[src/rtl/scc_pgen_if.sv]
// AXI4-Lite register bus: 8-bit byte address, 32-bit data, no protection signals.
interface axi4_lite_if;
    logic [7:0]  awaddr;
    logic        awvalid;
    logic        awready;
    logic [31:0] wdata;
    logic [3:0]  wstrb;
    logic        wvalid;
    logic        wready;
    logic [1:0]  bresp;
    logic        bvalid;
    logic        bready;
    logic [7:0]  araddr;
    logic        arvalid;
    logic        arready;
    logic [31:0] rdata;
    logic [1:0]  rresp;
    logic        rvalid;
    logic        rready;

    modport s (
        input  awaddr, awvalid, wdata, wstrb, wvalid, bready, araddr, arvalid, rready,
        output awready, wready, bresp, bvalid, arready, rdata, rresp, rvalid
    );

    modport m (
        output awaddr, awvalid, wdata, wstrb, wvalid, bready, araddr, arvalid, rready,
        input  awready, wready, bresp, bvalid, arready, rdata, rresp, rvalid
    );
endinterface

[src/rtl/scc_pgen.sv]
// Event-triggered pulse generator: per-channel delay/width pulses fired by matching
// EVR event codes, configured through an AXI4-Lite register slave.
module scc_pgen #(
    parameter int unsigned N_CH  = 8,
    parameter int unsigned EV_W  = 8,
    parameter int unsigned DLY_W = 16,
    parameter int unsigned WID_W = 8
) (
    input  logic            clk,
    input  logic            aresetn,
    axi4_lite_if.s          mmr,
    input  logic [EV_W-1:0] ev,
    output logic [N_CH-1:0] pulse,
    output logic [N_CH-1:0] busy
);

    typedef enum logic [1:0] {StIdle, StDelay, StPulse} ch_st_e;

    // AXI front end
    logic        awready_q, wready_q, bvalid_q, arready_q, rvalid_q;
    logic        aw_held_q, w_held_q;
    logic [7:0]  aw_addr_q;
    logic [31:0] w_data_q;
    logic [3:0]  w_strb_q;
    logic [31:0] rdata_q, rd_val;
    logic        aw_hs, w_hs, b_hs, ar_hs;

    // Registers
    logic             gcr_q, gcr_d;
    logic [N_CH-1:0]  ovr_q, ovr_d, ovr_set, ovr_clr;
    logic [EV_W-1:0]  ch_ev_q  [N_CH];
    logic [EV_W-1:0]  ch_ev_d  [N_CH];
    logic [DLY_W-1:0] ch_dly_q [N_CH];
    logic [DLY_W-1:0] ch_dly_d [N_CH];
    logic [WID_W-1:0] ch_wid_q [N_CH];
    logic [WID_W-1:0] ch_wid_d [N_CH];
    logic [2:0]       ch_ccr_q [N_CH];
    logic [2:0]       ch_ccr_d [N_CH];

    // Channel state and shadow counters
    ch_st_e           st_q   [N_CH];
    ch_st_e           st_d   [N_CH];
    logic [DLY_W-1:0] dcnt_q [N_CH];
    logic [DLY_W-1:0] dcnt_d [N_CH];
    logic [WID_W-1:0] wcnt_q [N_CH];
    logic [WID_W-1:0] wcnt_d [N_CH];
    logic [N_CH-1:0]  pulse_q, pulse_d, trig;

    logic [31:0] wr_cur, wmask, wval;
    logic        unused_wbits;

    function automatic logic [31:0] reg_read(input logic [7:0] a);
        logic [31:0] r;
        r = '0;
        if (a[1:0] == 2'b00) begin
            if (a[7:4] == 4'h0) begin
                if (a[3:2] == 2'd0)      r = {31'b0, gcr_q};
                else if (a[3:2] == 2'd1) r = 32'(ovr_q);
            end
            for (int k = 0; k < N_CH; k++) begin
                if (a[7:4] == 4'(k + 1)) begin
                    case (a[3:2])
                        2'd0:    r = 32'(ch_ev_q[k]);
                        2'd1:    r = 32'(ch_dly_q[k]);
                        2'd2:    r = 32'(ch_wid_q[k]);
                        default: r = {29'b0, ch_ccr_q[k]};
                    endcase
                end
            end
        end
        return r;
    endfunction

    assign aw_hs = mmr.awvalid && awready_q;
    assign w_hs  = mmr.wvalid && wready_q;
    assign b_hs  = bvalid_q && mmr.bready;
    assign ar_hs = mmr.arvalid && arready_q;

    assign mmr.awready = awready_q;
    assign mmr.wready  = wready_q;
    assign mmr.bvalid  = bvalid_q;
    assign mmr.bresp   = 2'b00;
    assign mmr.arready = arready_q;
    assign mmr.rvalid  = rvalid_q;
    assign mmr.rdata   = rdata_q;
    assign mmr.rresp   = 2'b00;

    assign rd_val = reg_read(mmr.araddr);
    assign pulse  = pulse_q;

    always_ff @(posedge clk) begin
        if (!aresetn) begin
            awready_q <= 1'b0;
            wready_q  <= 1'b0;
            bvalid_q  <= 1'b0;
            arready_q <= 1'b0;
            rvalid_q  <= 1'b0;
            aw_held_q <= 1'b0;
            w_held_q  <= 1'b0;
            aw_addr_q <= '0;
            w_data_q  <= '0;
            w_strb_q  <= '0;
            rdata_q   <= '0;
        end else begin
            awready_q <= mmr.awvalid && !aw_held_q && !awready_q;
            wready_q  <= mmr.wvalid && !w_held_q && !wready_q;
            if (aw_hs) begin
                aw_held_q <= 1'b1;
                aw_addr_q <= mmr.awaddr;
            end
            if (w_hs) begin
                w_held_q <= 1'b1;
                w_data_q <= mmr.wdata;
                w_strb_q <= mmr.wstrb;
            end
            if (b_hs) begin
                bvalid_q  <= 1'b0;
                aw_held_q <= 1'b0;
                w_held_q  <= 1'b0;
            end else if (aw_held_q && w_held_q) begin
                bvalid_q <= 1'b1;
            end
            arready_q <= mmr.arvalid && !arready_q && !rvalid_q;
            if (ar_hs) begin
                rvalid_q <= 1'b1;
                rdata_q  <= rd_val;
            end else if (rvalid_q && mmr.rready) begin
                rvalid_q <= 1'b0;
            end
        end
    end

    // Register writes commit on the B handshake; untouched byte lanes keep their value.
    always_comb begin
        wr_cur = reg_read(aw_addr_q);
        for (int b = 0; b < 4; b++) wmask[8*b+:8] = {8{w_strb_q[b]}};
        wval    = (w_data_q & wmask) | (wr_cur & ~wmask);
        gcr_d   = gcr_q;
        ovr_clr = '0;
        for (int k = 0; k < N_CH; k++) begin
            ch_ev_d[k]  = ch_ev_q[k];
            ch_dly_d[k] = ch_dly_q[k];
            ch_wid_d[k] = ch_wid_q[k];
            ch_ccr_d[k] = ch_ccr_q[k];
        end
        if (b_hs && aw_addr_q[1:0] == 2'b00) begin
            if (aw_addr_q[7:4] == 4'h0) begin
                if (aw_addr_q[3:2] == 2'd0)      gcr_d = wval[0];
                else if (aw_addr_q[3:2] == 2'd1) ovr_clr = w_data_q[N_CH-1:0] & wmask[N_CH-1:0];
            end
            for (int k = 0; k < N_CH; k++) begin
                if (aw_addr_q[7:4] == 4'(k + 1)) begin
                    case (aw_addr_q[3:2])
                        2'd0:    ch_ev_d[k]  = wval[EV_W-1:0];
                        2'd1:    ch_dly_d[k] = wval[DLY_W-1:0];
                        2'd2:    ch_wid_d[k] = wval[WID_W-1:0];
                        default: ch_ccr_d[k] = wval[2:0];
                    endcase
                end
            end
        end
    end

    assign unused_wbits = ^{wval, w_data_q, wmask};

    always_comb begin
        trig    = '0;
        ovr_set = '0;
        pulse_d = '0;
        busy    = '0;
        for (int k = 0; k < N_CH; k++) begin
            st_d[k]   = st_q[k];
            dcnt_d[k] = dcnt_q[k];
            wcnt_d[k] = wcnt_q[k];
            trig[k]   = gcr_q && ch_ccr_q[k][0] && (ch_ev_q[k] != '0) && (ev == ch_ev_q[k]);
            if (!gcr_q || !ch_ccr_q[k][0]) begin
                st_d[k] = StIdle;
            end else if (trig[k] && (st_q[k] == StIdle || ch_ccr_q[k][2])) begin
                // Width is loaded now and held untouched through DELAY.
                wcnt_d[k] = (ch_wid_q[k] == '0) ? WID_W'(1) : ch_wid_q[k];
                dcnt_d[k] = ch_dly_q[k];
                st_d[k]   = (ch_dly_q[k] == '0) ? StPulse : StDelay;
            end else begin
                ovr_set[k] = trig[k];
                case (st_q[k])
                    StDelay: begin
                        if (dcnt_q[k] <= DLY_W'(1)) st_d[k] = StPulse;
                        else dcnt_d[k] = dcnt_q[k] - DLY_W'(1);
                    end
                    StPulse: begin
                        if (wcnt_q[k] <= WID_W'(1)) st_d[k] = StIdle;
                        else wcnt_d[k] = wcnt_q[k] - WID_W'(1);
                    end
                    default: ;
                endcase
            end
            pulse_d[k] = (st_d[k] == StPulse) ^ ch_ccr_d[k][1];
            busy[k]    = (st_q[k] != StIdle);
        end
        // A new overrun wins over a simultaneous W1C.
        ovr_d = (ovr_q & ~ovr_clr) | ovr_set;
    end

    always_ff @(posedge clk) begin
        if (!aresetn) begin
            gcr_q   <= 1'b0;
            ovr_q   <= '0;
            pulse_q <= '0;
            for (int k = 0; k < N_CH; k++) begin
                ch_ev_q[k]  <= '0;
                ch_dly_q[k] <= '0;
                ch_wid_q[k] <= '0;
                ch_ccr_q[k] <= '0;
                st_q[k]     <= StIdle;
                dcnt_q[k]   <= '0;
                wcnt_q[k]   <= '0;
            end
        end else begin
            gcr_q   <= gcr_d;
            ovr_q   <= ovr_d;
            pulse_q <= pulse_d;
            for (int k = 0; k < N_CH; k++) begin
                ch_ev_q[k]  <= ch_ev_d[k];
                ch_dly_q[k] <= ch_dly_d[k];
                ch_wid_q[k] <= ch_wid_d[k];
                ch_ccr_q[k] <= ch_ccr_d[k];
                st_q[k]     <= st_d[k];
                dcnt_q[k]   <= dcnt_d[k];
                wcnt_q[k]   <= wcnt_d[k];
            end
        end
    end

endmodule
[src/flat_wrapper.sv]
// flat-port wrapper written by rule: the top's interface ports become plain ports
module scc_pgen_flat 
#(
    parameter int unsigned N_CH  = 8,
    parameter int unsigned EV_W  = 8,
    parameter int unsigned DLY_W = 16,
    parameter int unsigned WID_W = 8
)
  (clk, aresetn, ev, pulse, busy, mmr_awaddr, mmr_awvalid, mmr_wdata, mmr_wstrb, mmr_wvalid, mmr_bready, mmr_araddr, mmr_arvalid, mmr_rready, mmr_awready, mmr_wready, mmr_bresp, mmr_bvalid, mmr_arready, mmr_rdata, mmr_rresp, mmr_rvalid);
  axi4_lite_if mmr_i ();
  input  logic clk;
  input  logic aresetn;
  input  logic [EV_W-1:0] ev;
  output logic [N_CH-1:0] pulse;
  output logic [N_CH-1:0] busy;
  input wire logic [$bits(mmr_i.awaddr)-1:0] mmr_awaddr;
  input wire logic [$bits(mmr_i.awvalid)-1:0] mmr_awvalid;
  input wire logic [$bits(mmr_i.wdata)-1:0] mmr_wdata;
  input wire logic [$bits(mmr_i.wstrb)-1:0] mmr_wstrb;
  input wire logic [$bits(mmr_i.wvalid)-1:0] mmr_wvalid;
  input wire logic [$bits(mmr_i.bready)-1:0] mmr_bready;
  input wire logic [$bits(mmr_i.araddr)-1:0] mmr_araddr;
  input wire logic [$bits(mmr_i.arvalid)-1:0] mmr_arvalid;
  input wire logic [$bits(mmr_i.rready)-1:0] mmr_rready;
  output wire logic [$bits(mmr_i.awready)-1:0] mmr_awready;
  output wire logic [$bits(mmr_i.wready)-1:0] mmr_wready;
  output wire logic [$bits(mmr_i.bresp)-1:0] mmr_bresp;
  output wire logic [$bits(mmr_i.bvalid)-1:0] mmr_bvalid;
  output wire logic [$bits(mmr_i.arready)-1:0] mmr_arready;
  output wire logic [$bits(mmr_i.rdata)-1:0] mmr_rdata;
  output wire logic [$bits(mmr_i.rresp)-1:0] mmr_rresp;
  output wire logic [$bits(mmr_i.rvalid)-1:0] mmr_rvalid;
  assign mmr_i.awaddr = mmr_awaddr;
  assign mmr_i.awvalid = mmr_awvalid;
  assign mmr_i.wdata = mmr_wdata;
  assign mmr_i.wstrb = mmr_wstrb;
  assign mmr_i.wvalid = mmr_wvalid;
  assign mmr_i.bready = mmr_bready;
  assign mmr_i.araddr = mmr_araddr;
  assign mmr_i.arvalid = mmr_arvalid;
  assign mmr_i.rready = mmr_rready;
  assign mmr_awready = mmr_i.awready;
  assign mmr_wready = mmr_i.wready;
  assign mmr_bresp = mmr_i.bresp;
  assign mmr_bvalid = mmr_i.bvalid;
  assign mmr_arready = mmr_i.arready;
  assign mmr_rdata = mmr_i.rdata;
  assign mmr_rresp = mmr_i.rresp;
  assign mmr_rvalid = mmr_i.rvalid;
  scc_pgen #(.N_CH(N_CH), .EV_W(EV_W), .DLY_W(DLY_W), .WID_W(WID_W)) u_core (.clk(clk), .aresetn(aresetn), .mmr(mmr_i), .ev(ev), .pulse(pulse), .busy(busy));
endmodule
[config.mk]
export PLATFORM = sky130hd
export DESIGN_NAME = scc_pgen_flat
export DESIGN_NICKNAME = d
export VERILOG_FILES = /design/src/rtl/scc_pgen_if.sv /design/src/rtl/scc_pgen.sv /design/src/flat_wrapper.sv
export SDC_FILE = /design/constraint.sdc
export NUM_CORES = 2
export LEC_CHECK = 0
export CELL_PAD_IN_SITES_DETAIL_PLACEMENT = 2
export CELL_PAD_IN_SITES_GLOBAL_PLACEMENT = 2
export CORE_MARGIN = 5
export CORE_UTILIZATION = 37
export CTS_CLUSTER_SIZE = 12
export DETAILED_ROUTE_END_ITERATION = 8
export GPL_TIMING_DRIVEN = 0
export PLACE_DENSITY_LB_ADDON = 0.15
export SLEW_MARGIN = 15
export SYNTH_ARGS = -nofsm -noshare
export SYNTH_HDL_FRONTEND = slang
export SYNTH_SLANG_ARGS = --single-unit
[constraint.sdc]
create_clock -name clk -period 3.15 [get_ports clk]
set_input_delay 0.63 -clock clk [delete_from_list [all_inputs] [get_ports clk]]
set_output_delay 0.63 -clock clk [all_outputs]
set_load 0.05 [all_outputs]
After elaboration in Yosys (flattened, before gate mapping). Memories as Yosys holds them, arrays and structs flattened. Index checks and enable logic that the tools add are counted.

Flip-flop bits (word level): 82. Bits in writable memories: 488. Input bits: 67. Output and inout bits: 57. Logic and storage cells: 612. Memories kept: 7.

Memories: u_core.ch_dly_q (depth 8, bits a word 16, rd ports 8, clocked after Yosys merged registers in 0, write ports 8, RTL line scc_pgen.sv:33) `logic [DLY_W-1:0] ch_dly_q [N_CH];`; u_core.dcnt_q (depth 8, bits a word 16, rd ports 8, clocked after Yosys merged registers in 0, write ports 8, RTL line scc_pgen.sv:43) `logic [DLY_W-1:0] dcnt_q [N_CH];`; u_core.ch_ev_q (depth 8, bits a word 8, rd ports 8, clocked after Yosys merged registers in 0, write ports 8, RTL line scc_pgen.sv:31) `logic [EV_W-1:0] ch_ev_q [N_CH];`; u_core.ch_wid_q (depth 8, bits a word 8, rd ports 8, clocked after Yosys merged registers in 0, write ports 8, RTL line scc_pgen.sv:35) `logic [WID_W-1:0] ch_wid_q [N_CH];`; u_core.wcnt_q (depth 8, bits a word 8, rd ports 8, clocked after Yosys merged registers in 0, write ports 8, RTL line scc_pgen.sv:45) `logic [WID_W-1:0] wcnt_q [N_CH];`; u_core.ch_ccr_q (depth 8, bits a word 3, rd ports 8, clocked after Yosys merged registers in 0, write ports 8, RTL line scc_pgen.sv:37) `logic [2:0] ch_ccr_q [N_CH];`; +1 memories.

Add/sub/neg operators: 16. Order comparisons: 16. Equal/unequal tests: 52. Multiplexer cells: 308. Bitwise operators: 73. Reductions and logical operators: 126.

Operators with widths (count): two-way mux 16 bit (74); two-way mux 8 bit (103); case mux 16 bit (3 select lines) (16); two-way mux 32 bit (11); <= comparator 16 x 1 -> 1 bit (second input constant) (8); zero test 16 bit (8); two-way mux 128 bit (1); two-way mux 64 bit (2); subtractor 16 x 1 -> 16 bit (second input constant) (8); two-way mux 2 bit (48); two-way mux 3 bit (24); equality test 8 bit (8); <= comparator 8 x 1 -> 1 bit (second input constant) (8); zero test 8 bit (8); nonzero test 8 bit (8); subtractor 8 x 1 -> 8 bit (second input constant) (8); OR 1 bit (56); logical AND 1 bit (45); equality test 2 bit (second input constant) (18); bitwise AND 16 bit (2); equality test 4 x 3 -> 1 bit (second input constant) (8); case mux 2 bit (2 select lines) (8); zero test 2 bit (12); two-way mux 24 bit (1); 19 further kinds (98).

Depth between registers and ports, before layout.
Word-level depth: 19. Depth in mapped cells: 11.

Worst setup path before layout. OpenSTA, ideal clock, no wires.

Path kind: input to register. Start: in ev[0]. End: mem u_core.dcnt_q[0][10]. Library setup time: 132 ps. Data arrival time: 2525 ps. Data required time: 3018 ps. Setup slack: 493 ps. Cell stages on the path: 11. Buffers on the path: 4. Cells stage by stage: buf_2 xor2_1 nor4_1 o2111ai_1 or2_2 buf_2 a21o_1 buf_2 buf_2 o21ai_0 a21oi_1.

RTL lines: from (decl) (RTL line flat_wrapper.sv:13) `input logic [EV_W-1:0] ev;`; to (decl) (RTL line scc_pgen.sv:43).

Final worst setup path.
Start: in mmr_araddr[2]. End: reg u_core.rdata_q[7] (netlist: u_core.mmr.rdata[7]).

Word-level cells in the longest chain between the ends: 13. Elaborated cells on any way between the ends: 23. Classes of those cells: eq/ne (2); mux (20); reduce/logical (1).

Ends and longest elaborated chain: from (decl) (RTL line flat_wrapper.sv:22) `input wire logic [$bits(mmr_i.araddr)-1:0] mmr_araddr;`; equality test 2 x 1 -> 1 bit (RTL line scc_pgen.sv:58, scc_pgen.sv:62); two-way mux 8 bit (RTL line scc_pgen.sv:58) `else if (a[3:2] == 2'd1) r = 32'(ovr_q);`; two-way mux 32 bit (RTL line scc_pgen.sv:57) `if (a[3:2] == 2'd0) r = {31'b0, gcr_q};`; two-way mux 32 bit (RTL line scc_pgen.sv:56) `if (a[7:4] == 4'h0) begin`; two-way mux 32 bit (7 in series) (RTL line scc_pgen.sv:61) `if (a[7:4] == 4'(k + 1)) begin`; two-way mux 32 bit (*) (RTL line scc_pgen.sv:61); two-way mux 32 bit (*) (RTL line scc_pgen.sv:55) `if (a[1:0] == 2'b00) begin`; to (signal assigned) (RTL line scc_pgen.sv:126) `rdata_q <= rd_val;`; to (decl) (RTL line scc_pgen.sv:25) `logic [31:0] rdata_q, rd_val;`.

Mark *: on every way between the ends. The rest lies on a longest branch, timed or not. A chain may end at the register's enable or synchronous reset.

==> results.md <==
- Flops & latches, synth: 554
- Setup violations, final: 89
- CTS tree: built
- CTS Buf Count: 69
- Nets@finish: 4278
- Remaining antenna violation count after routing: 0
- Post-synth EDFFs: 0
- Sequential power share: 40.2%
- Clock share of power: 52.6%
- Max Slew Vio Count: 0
- CORE AREA: 84900 µm²
- IO Pins: 124
- WL final: 196 mm
- CTS H-Tree Depth: 3
- CP dominant cell by count: buf_8
- Final worst setup slack: -0.184 ns
- Outcome: complete, but fails checks
- Pwr dens: 464 nW/µm²
- Area after DPL: 34200 µm²
- Failing checks: setup timing
- Crit. Startpoint: mmr_araddr[2]
- Worst path max stage delay: 0.52 ns
- Syn_area_per_cell: 7.97 µm²
- Setup tns final: -3.35 ns
- Post-place setup slack: -2.02 ns
- Critical Path Source Type: primary input
- LEAKAGE: 14.1 nW
- WL/cell: 36.5 µm
- Internal power: 0.0129 W
- Final hold violations: 0
- Gr usage total: 41.2%
- WS Path Type: primary input to flop
- Mapped cell area: 31500 µm²
- HP Class: flop to flop
- Fmax achieved: 300 MHz
- Initial antenna violation count: 16
- Switching Share: 26.2%
- Drt first pass iters: 6
- Vias: 36300
- Peak VDD IR: 339 µV
- Reg-to-reg slack, setup: -0.11 ns
- Tcrit/Tclk final: 106%
- Period minus WS final: 3.33 ns
- Cells after DPL: 5209
- First-pass GRT wire length: 273 mm
- Ys Warns: 0
- RePlAce Congestion: 1.12
- Post-synthesis instance total: 3952
- CP max FO: 10
- Share of layout cells above drive strength 1: 14.5%
- Starting Density: 37.1%
- Ys async rst share: 0%
- Sequential fraction of the synthesis area: 35.2%
- Crit path cell chain: clkdlybuf4s15_2 -> buf_8 -> buf_8 -> buf_8 -> buf_2 -> mux2i_1 -> o21ai_0 -> a22oi_1 -> nand2_1 -> o211ai_1 -> a21oi_1
- Number of remaining DRC errors: 0
- Worst slew margin: 13.8%
- Worst EP required: 3.65 ns
- Final cell count without fillers: 5363
- CP arrival: 3.83 ns
- Vias in the first global route: 36500
- Site row count: 107
- Largest net degree at the start of global routing: 20
- GRT overflow: 0
- Worst-case clock buffer depth: 3
- Final instance area: 37700 µm²
- Primary FF master, synth: dfxtp_1
- Hold_buf cts: 0
- R2R Path Start: u_core.aw_addr_q[3]
- DP HPWL: 141 mm
- CP endpoint kind: flop
- Worst clock skew: 0.0332 ns
- Port Buffer Count: 78
- Clock-pin slew on the worst setup and hold paths: 0.06 ns
- Yosys cell types: 85
- Clock latency on the worst-skew pair: 0.67 ns
- Number of clock sinks: 554
- Maxcap violations: 0
- Die W: 302 µm
- Logic pwr share: 7.3%
- Initial drt markers: 4167
- Root Buffer: clkbuf_16
- Area Overhead vs Synth: 19.8%
- CP max stage cell: buf_2
- DIE HEIGHT: 302 µm
- Die area: 91100 µm²
- Switching pwr: 0.00459 W
- Worst slew pin tran: 1.29 ns
- Util after Layout: 44.5%
- Vias/cell: 6.77
- Hold_sp: u_core.mmr.rdata[5]
-- synth_stat cells (all sizes together), types with 37 or more instances --
master  number  share of area [%]
nand3       90                1.4
mux2        47                1.7
nand2      355                4.2
a211oi      81                1.9
o21ai      407                6.5
xor2        54                1.5
dfxtp      554                 35
buf        121                2.1
mux2i       89                2.8
and2        37               0.73
clkbuf     197                2.3
inv         85                1.0
mux4        47                3.4
a21o        42                1.0
nor2       376                4.5
a21oi      442                7.1
nor4        91                1.8
or3         59                1.2
o21a        58                1.4
a22oi       80                1.9
ha          56                2.2
nor3       103                1.7
-- path summary, 6_finish.rpt --
check                                            to  depth (start not counted)
worst max-delay path            u_core.mmr.rdata[7]                         11
worst min-delay path            u_core.mmr.rdata[5]                          2
worst max register to register      u_core.pulse[4]                         10
worst min register to register  u_core.mmr.rdata[5]                          2
-- timing repair --
item | in CTS | in global routing
buffers inserted | 20 | 5
endpoints found under the setup margin | 491 | 413
hold endpoints to repair | 0 | 0
pin swaps | 16 | 8
resized for setup | 186 | 93
-- layer usage --
layer,track usage [%],share of wire [%],up-vias
met5,0,0,-
met4,26.6,7.9,0
met3,13.1,11,678
met2,60.2,41,2095
met1,52.4,40,18500
li1,-,-,15000
-- final cells by class --
cell class	instances	area (µm²)
antenna	9	22.5
buffer	312	1740
clock buffer	97	2090
clock inverter	29	484
fill	9603	47100
inverter	85	323
multi-input combinational	3014	19300
sequential	554	11100
tap	1144	1430
timing repair buffer	119	1220
-- cell usage in the layout (no fill, tap or decap), drive strengths merged, types with 89 or more instances in the layout --
cell	instances
nand3	90
nor3	103
o21ai	407
a21oi	442
buf	160
mux2i	89
dfxtp	554
nand2	355
clkbuf	290
nor4	91
nor2	376
-- logic make-up (layout without fill, tap and decap cells) --
| kind of cell | Yosys count | count (layout) | share of synthesized area (%) |
|---|---|---|---|
| mux | 183 | 183 | 7.87 |
| buf+inv | 403 | 642 | 5.48 |
| compound gates | 1404 | 1404 | 27.8 |
| other cells | 1 | 29 | 0.0119 |
| simple gates | 1295 | 1295 | 19.9 |
| fa+ha+maj | 56 | 56 | 2.22 |
| flops | 554 | 554 | 35.2 |
| xor+xnor | 56 | 56 | 1.56 |
-- flip-flops by register name (all words and copies together), names as in the netlist --
register / cells
u_core.aw_addr_q: 8
u_core.aw_held_q: 1
u_core.ch_ccr_q: 24
u_core.ch_dly_q: 128
u_core.ch_ev_q: 64
u_core.ch_wid_q: 64
u_core.dcnt_q: 128
u_core.gcr_q: 1
u_core.mmr.arready: 1
u_core.mmr.awready: 1
u_core.mmr.bvalid: 1
u_core.mmr.rdata: 16
u_core.mmr.rvalid: 1
u_core.mmr.wready: 1
u_core.ovr_q: 8
u_core.pulse: 8
u_core.st_q: 16
u_core.w_data_q: 16
u_core.w_held_q: 1
u_core.w_strb_q: 2
u_core.wcnt_q: 64
-- metrics by stage --
step,hold WS (ns),power [W]
global placement,0.438,0.00826
floorplan,0.424,0.00765
finish,0.462,0.0175
global route,0.482,0.0178
CTS,0.467,0.0175
detailed placement,0.452,0.00830
-- worst max-delay path: cells and delay by family --
family                 cells  cell delay [ns]
AO/OA/AOI/OAI              4             0.78
multiplexers               1             0.49
buffers and inverters      5             1.70
AND/OR/NAND/NOR            1             0.19
-- power groups by stage --
stage | sequential [W] | clock [W] | combinational (W)
2_1_floorplan | 0.00720 | 0 | 0.000459
3_3_place_gp | 0.00719 | 0 | 0.00106
3_5_place_dp | 0.00719 | 0 | 0.00110
4_1_cts | 0.00704 | 0.00924 | 0.00117
5_1_grt | 0.00704 | 0.00950 | 0.00123
6_report | 0.00704 | 0.00921 | 0.00127
No activity file was read; power rests on OpenSTA's default activity.
